File: config.mk
export PLATFORM = sky130hd
export DESIGN_NAME = serial_add_arb
export DESIGN_NICKNAME = d
export VERILOG_FILES = /design/src/rtl/serial_add_arb.sv
export SDC_FILE = /design/constraint.sdc
export NUM_CORES = 1
export LEC_CHECK = 0
export BUFFER_PORTS_ARGS = -buffer_cell sky130_fd_sc_hd__buf_2
export CORE_ASPECT_RATIO = 0.9
export CORE_UTILIZATION = 57
export CTS_CLUSTER_SIZE = 12
export DETAILED_ROUTE_END_ITERATION = 10
export PLACE_DENSITY = 0.87
export SLEW_MARGIN = 20
export SYNTH_ARGS = -nofsm -noshare
export SYNTH_HDL_FRONTEND = slang
export SYNTH_SLANG_ARGS = --single-unit
export TNS_END_PERCENT = 100
File: constraint.sdc
create_clock -name clk -period 3.59 [get_ports clk]
set_input_delay 0.359 -clock clk [delete_from_list [all_inputs] [get_ports clk]]
set_output_delay 0.359 -clock clk [all_outputs]
set_load 0.005 [all_outputs]
File: src/rtl/serial_add_arb.sv
// Two-requester round-robin arbiter in front of a bit-serial adder (one full adder + carry flop).
// Optional SERIAL_ADD_ABORT_EN adds an abort input that cancels a running addition.
module serial_add_arb #(
    parameter int unsigned WIDTH = 8
) (
    input  logic             clk,
    input  logic             rst_n,
    input  logic             req0,
    input  logic             req1,
    input  logic [WIDTH-1:0] a0,
    input  logic [WIDTH-1:0] b0,
    input  logic [WIDTH-1:0] a1,
    input  logic [WIDTH-1:0] b1,
`ifdef SERIAL_ADD_ABORT_EN
    input  logic             abort,
`endif
    output logic [1:0]       gnt,
    output logic             busy,
    output logic [WIDTH:0]   sum,
    output logic             sum_valid,
    output logic             sum_id
);

    localparam int unsigned CntW = $clog2(WIDTH + 1);
    localparam logic [CntW-1:0] LastBit = CntW'(WIDTH - 1);

    typedef enum logic [1:0] {StIdle, StRun, StDone} state_e;

    state_e           state_q, state_d;
    logic [WIDTH-1:0] a_sr_q, a_sr_d;
    logic [WIDTH-1:0] b_sr_q, b_sr_d;
    logic [WIDTH-1:0] sum_sr_q, sum_sr_d;
    logic             carry_q, carry_d;
    logic [CntW-1:0]  cnt_q, cnt_d;
    logic             last_q, last_d;
    logic             owner_q, owner_d;
    logic [1:0]       gnt_q, gnt_d;
    logic             busy_q, busy_d;
    logic [WIDTH:0]   sum_q, sum_d;
    logic             sum_valid_q, sum_valid_d;
    logic             sum_id_q, sum_id_d;

    logic abort_w;
    logic win;
    logic ha1_s, ha1_c, ha2_s, ha2_c, carry_out;

`ifdef SERIAL_ADD_ABORT_EN
    assign abort_w = abort;
`else
    assign abort_w = 1'b0;
`endif

    // Full adder as two half-adder stages on the operand LSBs.
    assign ha1_s     = a_sr_q[0] ^ b_sr_q[0];
    assign ha1_c     = a_sr_q[0] & b_sr_q[0];
    assign ha2_s     = ha1_s ^ carry_q;
    assign ha2_c     = ha1_s & carry_q;
    assign carry_out = ha1_c | ha2_c;

    always_comb begin
        state_d     = state_q;
        a_sr_d      = a_sr_q;
        b_sr_d      = b_sr_q;
        sum_sr_d    = sum_sr_q;
        carry_d     = carry_q;
        cnt_d       = cnt_q;
        last_d      = last_q;
        owner_d     = owner_q;
        gnt_d       = 2'b00;
        sum_d       = sum_q;
        sum_valid_d = 1'b0;
        sum_id_d    = sum_id_q;
        win         = 1'b0;

        unique case (state_q)
            StIdle: begin
                if (req0 || req1) begin
                    // On a tie the requester not served last wins.
                    win      = (req0 && req1) ? ~last_q : req1;
                    gnt_d    = win ? 2'b10 : 2'b01;
                    a_sr_d   = win ? a1 : a0;
                    b_sr_d   = win ? b1 : b0;
                    sum_sr_d = '0;
                    carry_d  = 1'b0;
                    cnt_d    = '0;
                    last_d   = win;
                    owner_d  = win;
                    state_d  = StRun;
                end
            end
            StRun: begin
                if (abort_w) begin
                    state_d = StIdle;
                end else begin
                    a_sr_d   = a_sr_q >> 1;
                    b_sr_d   = b_sr_q >> 1;
                    sum_sr_d = {ha2_s, sum_sr_q[WIDTH-1:1]};
                    carry_d  = carry_out;
                    cnt_d    = cnt_q + 1'b1;
                    if (cnt_q == LastBit) begin
                        state_d = StDone;
                    end
                end
            end
            StDone: begin
                sum_d       = {carry_q, sum_sr_q};
                sum_valid_d = 1'b1;
                sum_id_d    = owner_q;
                state_d     = StIdle;
            end
            default: state_d = StIdle;
        endcase

        busy_d = (state_d != StIdle);
    end

    always_ff @(posedge clk or negedge rst_n) begin
        if (!rst_n) begin
            state_q     <= StIdle;
            a_sr_q      <= '0;
            b_sr_q      <= '0;
            sum_sr_q    <= '0;
            carry_q     <= 1'b0;
            cnt_q       <= '0;
            last_q      <= 1'b1;
            owner_q     <= 1'b0;
            gnt_q       <= 2'b00;
            busy_q      <= 1'b0;
            sum_q       <= '0;
            sum_valid_q <= 1'b0;
            sum_id_q    <= 1'b0;
        end else begin
            state_q     <= state_d;
            a_sr_q      <= a_sr_d;
            b_sr_q      <= b_sr_d;
            sum_sr_q    <= sum_sr_d;
            carry_q     <= carry_d;
            cnt_q       <= cnt_d;
            last_q      <= last_d;
            owner_q     <= owner_d;
            gnt_q       <= gnt_d;
            busy_q      <= busy_d;
            sum_q       <= sum_d;
            sum_valid_q <= sum_valid_d;
            sum_id_q    <= sum_id_d;
        end
    end

    assign gnt       = gnt_q;
    assign busy      = busy_q;
    assign sum       = sum_q;
    assign sum_valid = sum_valid_q;
    assign sum_id    = sum_id_q;

endmodule

==> flow_summary.yaml, run 1 <==
status:
  status: "completed"
critical_path:
  r2r_slack_ps: 1940
  endpoint_kind: "register"
  worstSetupPathType: "register to register"
  reg2reg_depth: 4
  worstSetupStartpointType: "register"
  cp.arrival_ps: 1830
  cp_max_fo: 16
  r2r-start: "state_q[0]"
  worstPathRequired_ps: 3770
  r2r-end: "cnt_q[3]"
pwr:
  p_comb_share_pct: 34.3
  p_sw_mw: 0.660
  vdd_drop_max_mv: 0.346
  pwr-share-clk_pct: 18.2
  pwr-share-seq_pct: 47.6
  p_leak_nw: 1.20
  power_density_mw_per_mm2: 741
  internal_power_mw: 1.21
  swShare_pct: 35.4
  fin_total_pwr_mw: 1.87
global_route:
  grt_max_degree: 48
  grt_pass1_wl_um: 6000
  grt_antenna_before_repair: 0
  grt_pass1_vias: 1336
  overflow: 0
  track_usage_pct: 20.8
routing:
  dr.pass1.iters: 4
  via_per_inst: 5.44
  dr_wl_met2_um: 1750
  num_vias: 1535
  postRouteAntennaNets: 0
  drc: 0
  met1_length_um: 1700
  wl_per_cell_um: 13.1
  top_layer_used: "met4"
  routed_wirelength_um: 3690
  drt_first_iter_violations: 88
  met3_length_um: 157
floorplanning:
  die_w_um: 67.2
  pin_count: 50
  num_rows: 20
  die-area_mm2: 0.00408
  start_util_pct: 62.2
  core_area_mm2: 0.00350
  die_h_um: 60.7
yosys:
  synth-simple-area-share_pct: 9.82
  yosysWarnings: 0
  synth_compound_area_share_pct: 13.4
  synth_top_family_by_area: "multiplexers"
  avgSynthCellArea_um2: 11.5
  synth_area_mm2: 0.00218
  yosys.area_share.xor_xnor_pct: 0
  synthAdderAreaFrac_pct: 1.49
  synthCells: 190
  ys_seq_elements: 47
  synth_fp_nets: 228
  synth.area.mux_share_pct: 14.8
  seq_area_frac_synth_pct: 54.0
  synth_cell_type_count: 34
place:
  hpwl_um: 2600
  portBuffers: 49
  dpl_cell_area_mm2: 0.00242
  globalplace.congestion: 0.757
sta:
  finalSetupViolCount: 0
  slew_headroom_pct: 44.9
  hold_viol: 0
  period_share_pct: 46.0
  final.setup.tns_ps: 0
  fin_skew_ps: 4.24
  holdWs_ps: 49.9
  slew_viol_final: 0
  worst_slew_pin_slew_ps: 826
  max_freq_mhz: 605
  rsz0062_at_grt: "false"
  fin_crit_ps: 1650
cts:
  ctsResizeCount: 0
  clk_pin_slew_worst_paths_ps: 80
  cts_max_level: 2
  holdBufCountCts: 0
  cts_inserted_buffers: 5
  cts-root-buf: "clkbuf_8"
  postCtsSetupBuffers: 0
  cts_tree: "yes"
  clockBufferDepth: 2
  clock_latency_ps: 300
  cts_sinks: 47
finish:
  antennaDiodeCount: 0
  drive_gt1_share_pct: 31.5
  finalInstanceArea_mm2: 0.00252
  nNetsFinal: 275
  area_growth_pct: 15.6
hold_path:
  hp-class: "input pin to asynchronous set/reset pin"
run:
  cap_violations: 0
power by group through the flow:
stage,Combinational (mW),Clock [mW],Sequential (mW)
floorplan,0.496,0,0.864
finish,0.639,0.339,0.888
global route,0.718,0.371,0.914
global placement,0.615,0,0.884
detailed placement,0.647,0,0.897
CTS,0.650,0.347,0.889
per-layer routing:
layer / global-route usage [%] / up-vias
met3: 5.64 / 9
met2: 33.1 / 53
met4: 9.12 / 0
li1: - / 742
met5: 0 / -
met1: 27.0 / 731
cell usage after synthesis (all sizes together):
cell type,count,area [um^2]
and2,1,6.26
nor3b,1,7.51
a21o,1,7.51
o221ai,14,166
inv,16,60.1
a21boi,1,11.3
nand2,40,150
mux2i,21,210
a211oi,1,7.51
mux2,10,113
nor2,3,16.3
fa,1,20.0
ha,1,12.5
nand4,1,6.26
a21oi,2,21.3
o31ai,1,7.51
o21ai,12,63.8
dfrtp,46,1150
nand2b,1,6.26
buf,11,81.3
a31oi,1,6.26
nor2b,1,6.26
nor3,2,15.0
dfstp,1,26.3
area by class of cell:
cell class | count | area [um^2]
tap | 44 | 55.1
timing repair buffer | 51 | 263
clock buffer | 8 | 100
fill | 263 | 985
multi-input combinational | 116 | 863
inverter | 16 | 60.1
sequential | 47 | 1180
cell families (layout without fill, tap and decap cells):
group / after synthesis / in the layout
AND/OR/NAND/NOR: 50 / 50
flip-flops: 47 / 47
AO/OA/AOI/OAI: 33 / 33
multiplexers: 31 / 31
buffers and inverters: 27 / 75
adder cells (fa/ha/maj): 2 / 2
flip-flops by register name, indices dropped and copies added, names as in the netlist, 2 cells and up:
| signal | count |
|---|---|
| state_q | 2 |
| sum_sr_q | 8 |
| b_sr_q | 8 |
| sum | 9 |
| cnt_q | 4 |
| gnt | 2 |
| a_sr_q | 8 |
cells in the final DEF (no fill, tap or decap), types with 2 or more instances in the layout:
master and instances:
buf_2 48, buf_4 3, clkbuf_8 7, dfrtp_1 46, inv_1 15, mux2_1 9
mux2i_1 21, nand2_1 40, nor2_2 2, o21ai_1 11, o221ai_1 7, o221ai_2 7
critical path, stage by stage, from the launching register on:
cell and delay, ps:
dfrtp_1 480, nor2b_2 480, buf_4 300, nand4_1 140
mux2i_1 130
per-stage QoR:
| stage | setup slack [ps] | util [%] | cells |
|---|---|---|---|
| final | 1940 | 71.9 | 282 |
| after global routing | 1840 | 71.9 | 282 |
| after CTS | 1950 | 71.8 | 282 |
| after detailed placement | 1970 | 69.0 | 274 |
| after global placement | 2040 | 69.0 | 274 |
| after floorplan | 2320 | - | 190 |
how the worst max path moves through the flow:
stage | cells past startpoint | slack (ps) | start | to
final | 4 | 1940 | state_q[0] | cnt_q[3]
after global routing | 4 | 1840 | state_q[0] | cnt_q[3]
after CTS | 4 | 1950 | state_q[0] | cnt_q[3]
after detailed placement | 4 | 1970 | state_q[0] | cnt_q[3]
after global placement | 4 | 2040 | state_q[1] | cnt_q[3]
after floorplan | 5 | 2320 | last_q | a_sr_q[0]
Power figures use the tool's default switching activity.
==> run 2, diff against run 1 <==
- ABC_AREA: default -> 1
- CORE_UTILIZATION: 57 -> 49
- PLACE_DENSITY: 0.87 -> 0.79
- clock period: 3.59 -> 1.5 ns (I/O delays scaled with it)
==> run 2 against run 1 <==
Routed wire length rose by 25%. Die area rose by 24%. Combinational power rose to 3.2 times the previous value. Global-route usage is 0.40 points lower. Via count grew 25%. Register-to-register slack lost 1700 ps. Synthesized area up 7.6%. Hold slack improved by 60 ps. Clock-buffer cell count is 2 lower. First-iteration DRC count up 24%. Clock power increased to 3.2 times the previous value. Flip-flop and latch count did not move. Critical endpoint is now sum_sr_q[0].
==> flow_summary.yaml, run 2 <==
routing:
  via_per_inst: 4.94
  dr.pass1.iters: 5
  top_layer_used: "met4"
  routed_wirelength_um: 4630
  dr_wl_met2_um: 2360
  met3_length_um: 129
  num_vias: 1920
  wl_per_cell_um: 11.9
  met1_length_um: 2050
  drt_first_iter_violations: 109
  drc: 0
  postRouteAntennaNets: 0
sta:
  max_freq_mhz: 763
  rsz0062_at_grt: "false"
  fin_crit_ps: 1310
  period_share_pct: 87.3
  slew_viol_final: 0
  finalSetupViolCount: 0
  worst_slew_pin_slew_ps: 531
  slew_headroom_pct: 64.5
  setup_slack_ps: 190
  holdWs_ps: 110
  hold_viol: 0
  fin_skew_ps: 3.69
  final.setup.tns_ps: 0
finish:
  finish.utilization_pct: 61.0
  layoutNonFillerInstCount: 389
  layout_commonest_cell: "nand2_1"
  drive_gt1_share_pct: 25.4
  area_growth_pct: 17.5
  nNetsFinal: 364
  finalInstanceArea_mm2: 0.00276
  antennaDiodeCount: 0
  largest_register_ffs: 9
  final_cell_mix: "60 x nand2_1, 59 x nand3_1, 49 x buf_2"
yosys:
  ys_seq_elements: 47
  synthTopCellsByCount: "60 x nand2_1, 59 x nand3_1, 46 x dfrtp_1, 46 x inv_1, 13 x o21ai_0"
  avgSynthCellArea_um2: 8.47
  synthArstFlopShare_pct: 100
  synth.area.top_cells: "dfrtp_1 49%, nand3_1 13%, nand2_1 9.6%"
  synth_area_mm2: 0.00235
  synth_fp_nets: 315
  synth_most_common_cell: "nand2_1"
  synth_edf_count: 0
  seq_area_frac_synth_pct: 50.2
  synth.largest_area_cell: "dfrtp_1"
  synthCells: 277
  synth_top_area_share_pct: 49.1
  synth_top_flop_cell: "dfrtp_1"
  yosysWarnings: 0
  synth_cell_type_count: 26
global_route:
  grt_pass1_vias: 1825
  grt_max_degree: 27
  grt_pass1_wl_um: 7690
  overflow: 0
  grt_antenna_before_repair: 0
  track_usage_pct: 20.4
cts:
  holdBufCountCts: 1
  cts_max_level: 2
  clk_pin_slew_worst_paths_ps: 90
  ctsResizeCount: 0
  postCtsSetupBuffers: 0
  clock_latency_ps: 300
  cts_inserted_buffers: 5
  cts-root-buf: "clkbuf_8"
  cts_sinks: 47
  clockBufferDepth: 2
  cts_tree: "yes"
hold_path:
  hp-class: "input pin to register"
pwr:
  vdd_drop_max_mv: 0.915
  p_leak_nw: 1.51
  fin_total_pwr_mw: 5.30
  power_density_mw_per_mm2: 1920
critical_path:
  cp.arrival_ps: 1490
  worstPathRequired_ps: 1680
  cp_max_fo: 12
  worstSetupPathType: "register to register"
  endpoint_kind: "register"
  worstSetupStartpointType: "register"
floorplanning:
  die-area_mm2: 0.00507
  die_h_um: 67.6
  core_area_mm2: 0.00452
  pin_count: 50
  num_rows: 23
  die_w_um: 74.9
  start_util_pct: 51.9
run:
  cap_violations: 0
place:
  dp_worst_setup_slack_ps: 206
  hpwl_um: 3290
  dp.cells: 380
  portBuffers: 49
  dpl_cell_area_mm2: 0.00261
  globalplace.congestion: 0.780
status:
  status: "completed"
run 2: final cells by class:
class | instances | area [um^2]
fillers | 420 | 1760
flip-flops and latches | 47 | 1180
multi-input cells | 168 | 876
repair buffers | 56 | 313
inverters | 48 | 180
well taps | 62 | 77.6
clock buffers | 6 | 72.6
clock inverters | 2 | 60.1
run 2: path summary, 6_finish.rpt:
kind | start | to | slack, ps | cells past startpoint
min in group asynchronous | rst_n | b_sr_q[5] | 320 | 2
worst max-delay path | state_q[0] | sum_sr_q[0] | 190 | 4
max in group asynchronous | rst_n | sum_sr_q[5] | 650 | 3
worst min-delay path | b1[7] | b_sr_q[7] | 110 | 3
worst max register to register | state_q[0] | sum_sr_q[0] | 190 | 4
worst min register to register | sum_sr_q[6] | sum_sr_q[5] | 480 | 2
run 2: logic make-up (layout without fill, tap and decap cells):
| logic type | count (synthesis) | after routing | synth area share [%] |
|---|---|---|---|
| AO/OA/AOI/OAI | 26 | 26 | 6.99 |
| adder cells (fa/ha/maj) | 2 | 2 | 1.39 |
| buffers and inverters | 62 | 112 | 12.5 |
| AND/OR/NAND/NOR | 140 | 140 | 29.0 |
| flip-flops | 47 | 47 | 50.2 |
run 2: critical path: stages (launching register included):
cell     delay [ps]
dfrtp_1         410
nor2_1          220
nand2_4         150
nand2_2         280
o21ai_0         130
run 2: report_power, final:
group	total, mW	internal (mW)	switching, mW
clock network	1.09	0.666	0.423
logic	2.02	0.786	1.24
registers	2.19	1.85	0.342
total	5.30	3.30	2.00
run 2: metal layers:
layer,GRT usage (%),vias to the layer above
met4,10.6,0
li1,-,964
met3,3.28,9
met1,24.7,898
met2,35.0,49
met5,0,-
